[src/rtl/zapper_pkg.sv]
// Shared constants and helpers for the Zapper light-gun model.
package zapper_pkg;

  localparam int unsigned CNT_W  = 9;
  localparam int unsigned COL_W  = 6;
  localparam int unsigned POS_W  = 8;
  localparam int unsigned H_LAST = 340;
  localparam int unsigned VIS_W  = 256;
  localparam int unsigned VIS_H  = 240;
  localparam int unsigned PRE_V  = 511;

  // Grey/black columns 0xD..0xF never count; rows below min_row are too dark.
  function automatic logic is_bright(input logic [COL_W-1:0] color,
                                     input logic [1:0]       min_row);
    return (color[3:0] <= 4'hC) && (color[5:4] >= min_row);
  endfunction

  // |a - b| <= r at 10-bit signed width, with no wrap at the screen edges.
  function automatic logic near(input logic [CNT_W-1:0] a,
                                input logic [CNT_W-1:0] b,
                                input int unsigned      r);
    logic signed [CNT_W:0] d;
    d = $signed({1'b0, a}) - $signed({1'b0, b});
    return (d <= $signed(10'(r))) && (d >= -$signed(10'(r)));
  endfunction

endpackage

[src/rtl/zapper_debounce.sv]
// Trigger button synchroniser followed by a stable-sample debouncer.
module zapper_debounce #(
  parameter int unsigned DEB_CYCLES = 1024
) (
  input  logic clk,
  input  logic reset_n,
  input  logic trig_i,
  output logic level_o
);

  localparam int unsigned CW = $clog2(DEB_CYCLES + 1);

  logic          sync1_q, sync2_q;
  logic          level_q, level_d;
  logic [CW-1:0] cnt_q, cnt_d;

  always_ff @(posedge clk or negedge reset_n) begin
    if (!reset_n) begin
      sync1_q <= 1'b0;
      sync2_q <= 1'b0;
      level_q <= 1'b0;
      cnt_q   <= '0;
    end else begin
      sync1_q <= trig_i;
      sync2_q <= sync1_q;
      level_q <= level_d;
      cnt_q   <= cnt_d;
    end
  end

  // Count consecutive samples that disagree with the accepted level.
  always_comb begin
    level_d = level_q;
    cnt_d   = cnt_q;
    if (sync2_q == level_q) begin
      cnt_d = '0;
    end else if (cnt_q == CW'(DEB_CYCLES - 1)) begin
      level_d = sync2_q;
      cnt_d   = '0;
    end else begin
      cnt_d = cnt_q + CW'(1);
    end
  end

  assign level_o = level_q;

endmodule

[src/rtl/zapper_sensor.sv]
// Zapper light-gun model: windowed light sensing, crosshair overlay and a
// debounced, frame-stretched trigger.
module zapper_sensor
  import zapper_pkg::*;
#(
  parameter int unsigned BRIGHT_ROW  = 2,
  parameter int unsigned RADIUS      = 2,
  parameter int unsigned HIT_MIN     = 3,
  parameter int unsigned HOLD_LINES  = 26,
  parameter int unsigned RET_LEN     = 3,
  parameter int unsigned DEB_CYCLES  = 1024,
  parameter int unsigned TRIG_FRAMES = 3
) (
  input  logic             clk,
  input  logic             reset_n,
  input  logic             ce,
  input  logic [COL_W-1:0] color,
  input  logic [CNT_W-1:0] count_h,
  input  logic [CNT_W-1:0] count_v,
  input  logic [POS_W-1:0] gun_x,
  input  logic [POS_W-1:0] gun_y,
  input  logic             gun_off,
  input  logic             trigger_in,
  input  logic             ret_en,
  output logic             light,
  output logic             trigger,
  output logic             reticule
);

  localparam int unsigned HCW = $clog2(HIT_MIN + 1);
  localparam int unsigned HLW = $clog2(HOLD_LINES + 1);
  localparam int unsigned TFW = $clog2(TRIG_FRAMES + 1);

  logic [CNT_W-1:0] prev_v_q, prev_v_d;
  logic [POS_W-1:0] ax_q, ax_d, ay_q, ay_d;
  logic             aoff_q, aoff_d;
  logic             armed_q, armed_d;
  logic [HCW-1:0]   hit_cnt_q, hit_cnt_d;
  logic [HLW-1:0]   hold_q, hold_d;
  logic             light_q, light_d;
  logic             ret_q, ret_d;
  logic [TFW-1:0]   tfr_q, tfr_d;
  logic             trig_q, trig_d;
  logic             deb_level, deb_prev_q;

  logic             frame_start;
  logic [POS_W-1:0] ax_e, ay_e;
  logic             aoff_e, armed_e;
  logic [HCW-1:0]   hit_base;
  logic             in_win, hit, reload, line_end, trig_edge;

  zapper_debounce #(.DEB_CYCLES(DEB_CYCLES)) u_debounce (
    .clk     (clk),
    .reset_n (reset_n),
    .trig_i  (trigger_in),
    .level_o (deb_level)
  );

  always_ff @(posedge clk or negedge reset_n) begin
    if (!reset_n) begin
      prev_v_q   <= '0;
      ax_q       <= '0;
      ay_q       <= '0;
      aoff_q     <= 1'b0;
      armed_q    <= 1'b0;
      hit_cnt_q  <= '0;
      hold_q     <= '0;
      light_q    <= 1'b0;
      ret_q      <= 1'b0;
      tfr_q      <= '0;
      trig_q     <= 1'b0;
      deb_prev_q <= 1'b0;
    end else begin
      prev_v_q   <= prev_v_d;
      ax_q       <= ax_d;
      ay_q       <= ay_d;
      aoff_q     <= aoff_d;
      armed_q    <= armed_d;
      hit_cnt_q  <= hit_cnt_d;
      hold_q     <= hold_d;
      light_q    <= light_d;
      ret_q      <= ret_d;
      tfr_q      <= tfr_d;
      trig_q     <= trig_d;
      deb_prev_q <= deb_level;
    end
  end

  // On the frame-start dot the freshly latched aim already applies.
  always_comb begin
    frame_start = ce && (prev_v_q == CNT_W'(PRE_V)) && (count_v == '0);
    ax_e        = frame_start ? gun_x   : ax_q;
    ay_e        = frame_start ? gun_y   : ay_q;
    aoff_e      = frame_start ? gun_off : aoff_q;
    armed_e     = armed_q || frame_start;
    hit_base    = frame_start ? '0 : hit_cnt_q;
    line_end    = (count_h == CNT_W'(H_LAST));
    in_win      = near(count_h, {1'b0, ax_e}, RADIUS) &&
                  near(count_v, {1'b0, ay_e}, RADIUS) &&
                  (count_h < CNT_W'(VIS_W)) && (count_v < CNT_W'(VIS_H));
    hit         = armed_e && !aoff_e && in_win && is_bright(color, 2'(BRIGHT_ROW));
  end

  // Per-dot sensing state: aim latches, hit counter and scanline hold.
  always_comb begin
    prev_v_d  = prev_v_q;
    ax_d      = ax_q;
    ay_d      = ay_q;
    aoff_d    = aoff_q;
    armed_d   = armed_q;
    hit_cnt_d = hit_cnt_q;
    hold_d    = hold_q;
    reload    = 1'b0;
    if (ce) begin
      prev_v_d  = count_v;
      ax_d      = ax_e;
      ay_d      = ay_e;
      aoff_d    = aoff_e;
      armed_d   = armed_e;
      hit_cnt_d = hit_base;
      if (hit && (hit_base < HCW'(HIT_MIN))) begin
        hit_cnt_d = hit_base + HCW'(1);
        reload    = (hit_cnt_d == HCW'(HIT_MIN));
      end
      if (aoff_e) begin
        hold_d = '0;
      end else if (reload) begin
        hold_d = HLW'(HOLD_LINES);
      end else if (line_end && (hold_q != '0)) begin
        hold_d = hold_q - HLW'(1);
      end
    end
    light_d = (hold_d != '0);
  end

  // Crosshair evaluated every clk from the live counters and latched aim.
  always_comb begin
    ret_d = ret_en && !aoff_q &&
            (count_h < CNT_W'(VIS_W)) && (count_v < CNT_W'(VIS_H)) &&
            (((count_h == {1'b0, ax_q}) && near(count_v, {1'b0, ay_q}, RET_LEN)) ||
             ((count_v == {1'b0, ay_q}) && near(count_h, {1'b0, ax_q}, RET_LEN)));
  end

  // A new debounced press reloads the frame stretch even while already high.
  always_comb begin
    trig_edge = deb_level && !deb_prev_q;
    tfr_d     = tfr_q;
    if (trig_edge) begin
      tfr_d = TFW'(TRIG_FRAMES);
    end else if (frame_start && (tfr_q != '0)) begin
      tfr_d = tfr_q - TFW'(1);
    end
    trig_d = (tfr_d != '0);
  end

  assign light    = light_q;
  assign trigger  = trig_q;
  assign reticule = ret_q;

endmodule

[config.mk]
export PLATFORM = sky130hd
export DESIGN_NAME = zapper_sensor
export DESIGN_NICKNAME = d
export VERILOG_FILES = /design/src/rtl/zapper_pkg.sv /design/src/rtl/zapper_debounce.sv /design/src/rtl/zapper_sensor.sv
export SDC_FILE = /design/constraint.sdc
export NUM_CORES = 1
export LEC_CHECK = 0
export CAP_MARGIN = 20
export CORE_AREA = 4 4 92 94
export DETAILED_ROUTE_END_ITERATION = 8
export DIE_AREA = 0 0 96 98
export GPL_ROUTABILITY_DRIVEN = 0
export HOLD_SLACK_MARGIN = 0.03
export PLACE_DENSITY = 0.82
export SYNTH_ARGS = -nofsm -noshare
export SYNTH_HDL_FRONTEND = slang
export SYNTH_SLANG_ARGS = --single-unit
[constraint.sdc]
create_clock -name clk -period 5.6 [get_ports clk]
set_clock_uncertainty 0.2 [all_clocks]
set_input_delay 0.84 -clock clk [delete_from_list [all_inputs] [get_ports clk]]
set_output_delay 0.84 -clock clk [all_outputs]
set_load 0.03 [all_outputs]
==> Word-level counts from Yosys, hierarchy flattened <==
Index checks and enable logic that the tools add are counted.
{ "op_classes": {"add_sub_neg": 8, "order_cmp": 13, "n_eq_ne": 7, "mux": 15, "bitwise": 1, "reduce_logical": 34} }
{ "op_table": {"columns": ["op", "count"], "rows": [
  ["<= comparator 10 x 3 -> 1 bit, second input constant", 4],
  ["subtractor 9 x 8 -> 10 bit", 4],
  ["logical AND 1 bit", 23],
  ["two-way mux 11 bit", 2],
  [">= comparator 10 x 2 -> 1 bit, second input constant", 2],
  [">= comparator 10 x 3 -> 1 bit, second input constant", 2],
  ["two-way mux 5 bit", 4],
  ["equality test 9 x 8 -> 1 bit", 2],
  ["equality test 9 bit, second input constant", 2],
  ["two-way mux 8 bit", 2],
  ["adder 11 x 1 -> 11 bit, second input constant", 1],
  ["equality test 11 x 10 -> 1 bit, second input constant", 1],
  ["nonzero test 5 bit", 2],
  ["logical NOT 9 bit", 1],
  ["< comparator 9 x 8 -> 1 bit, second input constant", 1],
  ["< comparator 9 bit, second input constant", 1],
  ["two-way mux 2 bit", 4],
  ["subtractor 5 x 1 -> 5 bit, second input constant", 1],
  ["<= comparator 4 bit, second input constant", 1],
  ["nonzero test 2 bit", 2],
  ["logical NOT 1 bit", 3],
  ["two-way mux 1 bit", 3],
  ["adder 2 x 1 -> 2 bit, second input constant", 1],
  ["equality test 2 bit, second input constant", 1],
  ["other kinds (7)", 8]
]} }
{ "word_totals": {"ff_bits": 54, "inputBits": 46, "output_inout_bits": 3, "elab_cells": 94} }

==> Logic depth before layout (Yosys ltp) <==
Gate-level depths: netlist of run 1.
{ "depth": {"word_depth": 19, "ltp_mapped": 18} }

==> Hierarchy <==
From an unflattened synthesis of run 1, not the netlist that was laid out.
{ "unflattened": {"cells_unflattened": 449, "area_unflattened_um2": 4192.8} }
{ "by_module_without_submodules": {"columns": ["mod", "n_inst", "cells_each", "area_per_inst_um2", "seq_area_each_um2"], "rows": [
  ["zapper_sensor", 1, 395, 3554.7, 1001.0],
  ["zapper_debounce", 1, 54, 638.1, 350.3]
]} }

==> Least setup slack after synthesis of run 1 <==
OpenSTA, ideal clock, no wires.
{ "synth_path": {"path_type": "input-to-reg", "start": "input port count_v[2]", "end": "register light_q (netlist: light)", "setup_ns": 0.131, "t_arrival_ns": 5.050, "required_ns": 5.269, "setup_slack_ns": 0.218, "cell_stages": 17, "path_cell_list": "or4_1 -> nor2_1 -> nand3_1 -> clkbuf_1 -> mux2_2 -> ha_1 -> fa_1 -> nand2b_1 -> a211o_1 -> a211oi_1 -> nand4_1 -> o31a_1 -> a22oi_1 -> and3_1 -> buf_6 -> o221ai_1 -> or3_1"} }
{ "synth_via": {"elab_chain_cells": 18, "word_cells_on_any_way": 33, "classes_between": "add/sub: 3; order compare: 6; eq/ne: 1; mux: 9; reduce/logical: 14"} }
{ "synth_lines": {"columns": ["element", "line", "source"], "rows": [
  ["start: declaration", "zapper_sensor.sv:19", "input logic [CNT_W-1:0] count_v,"],
  ["logical NOT 9 bit *", "zapper_sensor.sv:91", "frame_start = ce && (prev_v_q == CNT_W'(PRE_V)) && (count_v == '0);"],
  ["logical AND 1 bit *", "zapper_sensor.sv:91", null],
  ["two-way mux 8 bit *", "zapper_sensor.sv:93", "ay_e = frame_start ? gun_y : ay_q;"],
  ["net ay_e[0]", "zapper_sensor.sv:47", "logic [POS_W-1:0] ax_e, ay_e;"],
  ["subtractor 9 x 8 -> 10 bit *", "zapper_pkg.sv:23", "d = $signed({1'b0, a}) - $signed({1'b0, b});"],
  ["<= comparator 10 x 3 -> 1 bit / >= comparator 10 x 2 -> 1 bit (equally long branches)", "zapper_pkg.sv:24", "return (d <= $signed(10'(r))) && (d >= -$signed(10'(r)));"],
  ["logical AND 1 bit *", "zapper_pkg.sv:24", null],
  ["logical AND 1 bit *", "zapper_sensor.sv:98", "in_win = near(count_h, {1'b0, ax_e}, RADIUS) &&"],
  ["(+5 left out)", null, null],
  ["two-way mux 1 bit *", "zapper_sensor.sv:121", "if (hit && (hit_base < HCW'(HIT_MIN))) begin"],
  ["two-way mux 1 bit *", "zapper_sensor.sv:114", "if (ce) begin"],
  ["two-way mux 5 bit *", "zapper_sensor.sv:127", "end else if (reload) begin"],
  ["two-way mux 5 bit *", "zapper_sensor.sv:125", "if (aoff_e) begin"],
  ["two-way mux 5 bit *", "zapper_sensor.sv:114", null],
  ["net hold_d[0]", "zapper_sensor.sv:39", "logic [HLW-1:0] hold_q, hold_d;"],
  ["nonzero test 5 bit *", "zapper_sensor.sv:133", "light_d = (hold_d != '0);"],
  ["net light_d", "zapper_sensor.sv:40", "logic light_q, light_d;"],
  ["end signal: assignment", "zapper_sensor.sv:81", "light_q <= light_d;"],
  ["end: declaration", "zapper_sensor.sv:40", null]
]} }
The timed path passes the listed nets; every way through them passes the cells marked *. The select of a mux whose other input is x is not followed.
A chain may end at the register's enable or synchronous reset.

==> Final worst setup path of run 1 <==
Same ends and word-level chain as after synthesis.

==> results.cfg, run 1 <==
[routing]
avgViaCountPerCell = 5.80
wl_per_cell_um = 15.8
ant_nets = 0
route.vias.total = 3848
first_iter_violations = 151
drcViolationCount = 0
drtPass1Iterations = 4
drt-total-wl_um = 10500

[setup_path]
critPathLaunch = count_v[2]
reg2regPathDepth = 16
worstSetupEndpointType = flip-flop
r2r_start = prev_v_q[3]
r2r-end = light
worstPathArrival_ns = 5.40
crit_path_max_fanout = 7
reg2reg_setup_slack_ns = 1.18
critPathKind = input pin to flip-flop
crit_required_ns = 5.59
cp-start-kind = input pin

[die]
dieArea_sq_mm = 0.00941
core_area_sq_mm = 0.00765
fp.dieH_um = 98
start_util_pct = 56.0
num_rows = 32
ios = 49
fp.dieW_um = 96

[cells_and_area]
drive_above_1_share_pct = 18.2
diodes = 0
nFillCells = 578
layout.cells.non_filler = 663
areaGrowthSynthToFinish_pct = 22.9
layout.nets = 649

[timing]
relSlewSlack_pct = 54.3
final.min_clock_period_ns = 5.41
slew_viol_final = 0
setup_violations = 0
hold_viol = 0
tightest_slew_ns = 0.685
max_freq_mhz = 185
fin_tns_setup_ns = 0
finalCritPeriodShare_pct = 96.6

[hold_path]
hold_path_end = u_debounce.sync2_q
min_path_type = flip-flop to flip-flop
holdPathStages = 0
hold_start = u_debounce.sync1_q

[yosys]
syn_nets = 562
yosysTopAreaCell = dfrtp_1
synth_top_area_share_pct = 31.6
synth-edff-count = 0
synthArstFlopShare_pct = 100
synth_most_common_cell = inv_1
ys_ff_latch = 54
synth_common_cells = 63 x inv_1, 54 x dfrtp_1, 38 x ha_1
netlist_area_sq_mm = 0.00428
ys_top_cells_by_area = dfrtp_1 32%, ha_1 11%, mux2_2 7.9%, inv_1 5.5%, xnor2_1 3.9%
synth_area_per_cell_sq_um = 9.03
yosys_most_used_dff = dfrtp_1
synth_cells = 474
ys_seq_area_share_pct = 31.6
ys_warn_count = 0
synth_cell_types = 64

[power_and_ir_drop]
power.density_mw_per_mm2 = 156
p_leak_nw = 2.38
ir_drop_mv = 0.101
total_power_mw = 0.821

[clock_network]
cts_buffers = 5
clock_sinks = 54
clk_latency_ns = 0.31
clk_pin_slew_worst_paths_ns = 0.10
root_buffer = clkbuf_8
h-tree-depth = 2
clockBufferDepth = 2
cts_tree = built

[grt]
grtUsageTotal_pct = 22.5
grt_pass1_wl_um = 17100
grt_max_degree = 55
antenna_found_initial = 0
grt_pass1_vias = 3892
grt_overflow = 0

[status]
status = finished, final reports clean

[run]
maxCapViolCount = 0

[placement]
io_buffers = 47
hpwl_um = 8170
placedCellCount = 656
[worst max-delay path by stage]
| stage | end | slack [ns] |
|---|---|---|
| 6_report | light | 0.19 |
| 2_1_floorplan | light | 0.22 |
| 4_1_cts | light | 0.16 |
| 3_3_place_gp | light | -0.06 |
| 3_5_place_dp | light | -0.17 |
| 5_1_grt | light | -0.08 |
[per-stage QoR]
step / setup WS, ns / instance area (sq um) / hold WS (ns) / util [%]
floorplan: 0.218 / 4280 / 0.131 / -
global route: -0.0848 / 5260 / 0.185 / 68.8
finish: 0.190 / 5260 / 0.164 / 68.8
global placement: -0.0585 / 5150 / 0.137 / 67.3
detailed placement: -0.172 / 5150 / 0.138 / 67.3
CTS: 0.163 / 5230 / 0.175 / 68.4
[cell type report]
class / instances / area, sq um / share of cell area, %
clock buffers: 5 / 68.8 / 1.31
clock inverters: 2 / 13.8 / 0.262
multi-input cells: 347 / 2670 / 50.8
well taps: 102 / 128 / 2.43
flip-flops and latches: 54 / 1350 / 25.7
repair buffers: 90 / 788 / 15.0
inverters: 63 / 236 / 4.50
[cells in the final DEF, fill, tap and decap left out, types with 20 or more instances in the layout]
cell type / n
inv_1: 63
o21ai_0: 20
clkdlybuf4s50_1: 46
buf_4: 43
ha_1: 38
a21oi_1: 21
nor2_1: 32
mux2_2: 30
dfrtp_1: 54
[worst max-delay path: stages]
cell,delay (ns)
clkdlybuf4s50_1,0.42
or4_1,0.61
nor2_2,0.16
nand3_2,0.13
buf_4,0.18
mux2_2,0.31
fa_1,0.41
nand2b_1,0.20
a211o_1,0.34
buf_4,0.15
a31o_2,0.24
and3_1,0.17
o2111ai_1,0.22
a22oi_2,0.13
and3_2,0.26
o31a_1,0.25
or3_1,0.37
[cell families (layout without fill, tap and decap cells)]
kind of cell               count (synthesis)  count (layout)  share of synthesized area, %
and+or+nand+nor                          147             147                          18.8
AOI/OAI and AO/OA                         94              94                          15.1
xor gates and xnor gates                  32              32                          6.55
muxes                                     32              32                          8.36
adders and majority gates                 42              42                          13.0
DFF                                       54              54                          31.6
buffers and inverters                     73             160                          6.61
[report_power, final]
group	leakage, nW	internal, mW	total (mW)	switching [mW]
Sequential	0.690	0.399	0.405	0.00673
Combinational	1.64	0.0998	0.200	0.0999
Clock	0.0444	0.0868	0.216	0.129
[repair_timing]
action / CTS / global route
hold buffers: 0 / 0
resized for setup: 0 / 6
setup buffers: 0 / 0
endpoints found under the setup margin: 0 / 2
[per-layer routing]
| layer | vias up | part of all wire (%) | GRT usage, % |
|---|---|---|---|
| li1 | 1862 | - | - |
| met3 | 28 | 3.1 | 2.54 |
| met4 | 0 | 2.8 | 9.52 |
| met2 | 83 | 50 | 38.4 |
| met5 | - | 0 | 0 |
| met1 | 1875 | 44 | 28.4 |
[state kept, by name, summed over array words and instances (netlist names), 2 cells and up]
| name | cells |
|---|---|
| u_debounce.cnt_q | 11 |
| tfr_q | 2 |
| hold_q | 5 |
| ax_q | 8 |
| hit_cnt_q | 2 |
| ay_q | 8 |
| prev_v_q | 9 |
(Power assumes the default switching activity.)
==> run 2, diff against run 1 <==
--- a/config.mk
+++ b/config.mk
@@ -5,7 +5,6 @@
 export SDC_FILE = /design/constraint.sdc
 export NUM_CORES = 1
 export LEC_CHECK = 0
-export CAP_MARGIN = 20
 export CORE_AREA = 4 4 92 94
 export DETAILED_ROUTE_END_ITERATION = 8
 export DIE_AREA = 0 0 96 98
==> results of run 2 <==
Same layout as run 1: the final DEF is identical, and so are final timing and power.
==> run 3, diff against run 2 <==
--- a/config.mk
+++ b/config.mk
@@ -11,6 +11,7 @@
 export GPL_ROUTABILITY_DRIVEN = 0
 export HOLD_SLACK_MARGIN = 0.03
 export PLACE_DENSITY = 0.82
+export SETUP_SLACK_MARGIN = 0.02
 export SYNTH_ARGS = -nofsm -noshare
 export SYNTH_HDL_FRONTEND = slang
 export SYNTH_SLANG_ARGS = --single-unit
==> results.cfg, run 3 (synthesis results as in run 1) <==
[setup_path]
r2r-end = light
slowest_stage = or4_4
worstSetupEndpointType = flip-flop
critPathKind = input pin to flip-flop
path_cells = clkdlybuf4s50_1, or4_4, nor2_2, nand3_2, buf_4, mux2_2, fa_1, nand2b_1, a211o_1, buf_4, a31o_2, and3_1, o2111ai_1, a22oi_2, and3_2, o31a_1, or3_1
crit_path_max_fanout = 7
reg2reg_setup_slack_ns = 1.17
cp-start-kind = input pin
slowest_delay_ns = 0.57
cpMostUsedCell = buf_4
reg2regPathDepth = 16
cp.depth = 17
setup.worst_path.end = light
cp_num_buf_inv = 3
crit_required_ns = 5.59
path_delay_family = simple AND/OR/NAND/NOR gates
r2r_start = prev_v_q[3]
worstPathArrival_ns = 5.37
critPathLaunch = count_v[1]

[routing]
ant_nets = 0
wl_per_cell_um = 15.9
avgViaCountPerCell = 5.80
drcViolationCount = 0
first_iter_violations = 156
route.vias.total = 3848
drtPass1Iterations = 4
drt-total-wl_um = 10500

[cells_and_area]
diodes = 0
areaGrowthSynthToFinish_pct = 23.0
layout.nets = 649
largest_reg_flops = 11
layout.cells.non_filler = 663
final_util_pct = 68.8
fin_area_sq_mm = 0.00526
layout_commonest_cell = inv_1
final_cell_mix = 63 x inv_1, 54 x dfrtp_1, 46 x clkdlybuf4s50_1, 43 x buf_4, 38 x ha_1
drive_above_1_share_pct = 18.4
reg_top3 = u_debounce.cnt_q x11, prev_v_q x9
top_register = u_debounce.cnt_q

[clock_network]
h-tree-depth = 2
cts_buffers = 5
post_cts_buffers = 0
cts_tree = built
clk_latency_ns = 0.31
root_buffer = clkbuf_8
clock_sinks = 54
clk_pin_slew_worst_paths_ns = 0.10
clockBufferDepth = 2
cts.repair.resized = 0
cts_hold_buf = 0

[timing]
relSlewSlack_pct = 54.3
fin_ws_ns = 0.220
final.min_clock_period_ns = 5.38
tightest_slew_ns = 0.685
max_freq_mhz = 186
finalCritPeriodShare_pct = 96.1
fin_tns_setup_ns = 0
setup_violations = 0
slew_viol_final = 0
whs_ns = 0.163
hold_viol = 0

[run]
maxCapViolCount = 0

[status]
status = finished, final reports clean

[power_and_ir_drop]
total_power_mw = 0.822
p_leak_nw = 2.38
ir_drop_mv = 0.101
power.density_mw_per_mm2 = 156

[hold_path]
min_path_type = flip-flop to flip-flop

[die]
num_rows = 32
fp.dieW_um = 96
start_util_pct = 56.0
core_area_sq_mm = 0.00765
ios = 49
fp.dieH_um = 98
dieArea_sq_mm = 0.00941

[placement]
dpl-instance-area_sq_mm = 0.00515
placedCellCount = 656
place_ws_ns = -0.172
hpwl_um = 8170
io_buffers = 47

[grt]
grt_pass1_wl_um = 17100
grtUsageTotal_pct = 22.5
antenna_found_initial = 0
grt_overflow = 0
grt_max_degree = 55
grt_pass1_vias = 3892
[run 3: final cells by class]
type | instances | area [sq um]
flip-flops and latches | 54 | 1350
fillers | 576 | 2390
clock inverters | 2 | 13.8
well taps | 102 | 128
repair buffers | 90 | 788
multi-input cells | 347 | 2680
clock buffers | 5 | 68.8
inverters | 63 | 236
[run 3: per-layer routing]
metal	vias to the layer above	wire, um	global-route usage (%)
met5	-	0	0
met4	0	293	9.52
met3	28	356	2.54
met2	94	5290	38.4
met1	1865	4570	28.4
li1	1861	-	-
[run 3: how the worst min path moves through the flow]
stage               depth (start not counted)                  to  slack [ns]               start
global placement                            0  u_debounce.sync2_q        0.14  u_debounce.sync1_q
finish                                      0  u_debounce.sync2_q        0.16  u_debounce.sync1_q
CTS                                         0  u_debounce.sync2_q        0.18  u_debounce.sync1_q
detailed placement                          0  u_debounce.sync2_q        0.14  u_debounce.sync1_q
floorplan                                   0  u_debounce.sync2_q        0.13  u_debounce.sync1_q
global route                                0  u_debounce.sync2_q        0.18  u_debounce.sync1_q
[run 3: worst register-to-register path, delay by kind of cell, from the launching register on]
family | cells | cell delay (ns)
compound gates | 5 | 1.20
fa+ha+maj | 1 | 0.41
buf+inv | 2 | 0.34
flops | 1 | 0.37
mux | 1 | 0.31
simple gates | 7 | 1.51
[run 3: where the power goes]
group	total [mW]	leakage (nW)	switching [mW]	internal, mW
Clock	0.217	0.0444	0.130	0.0868
Combinational	0.200	1.64	0.100	0.100
Sequential	0.405	0.690	0.00672	0.399
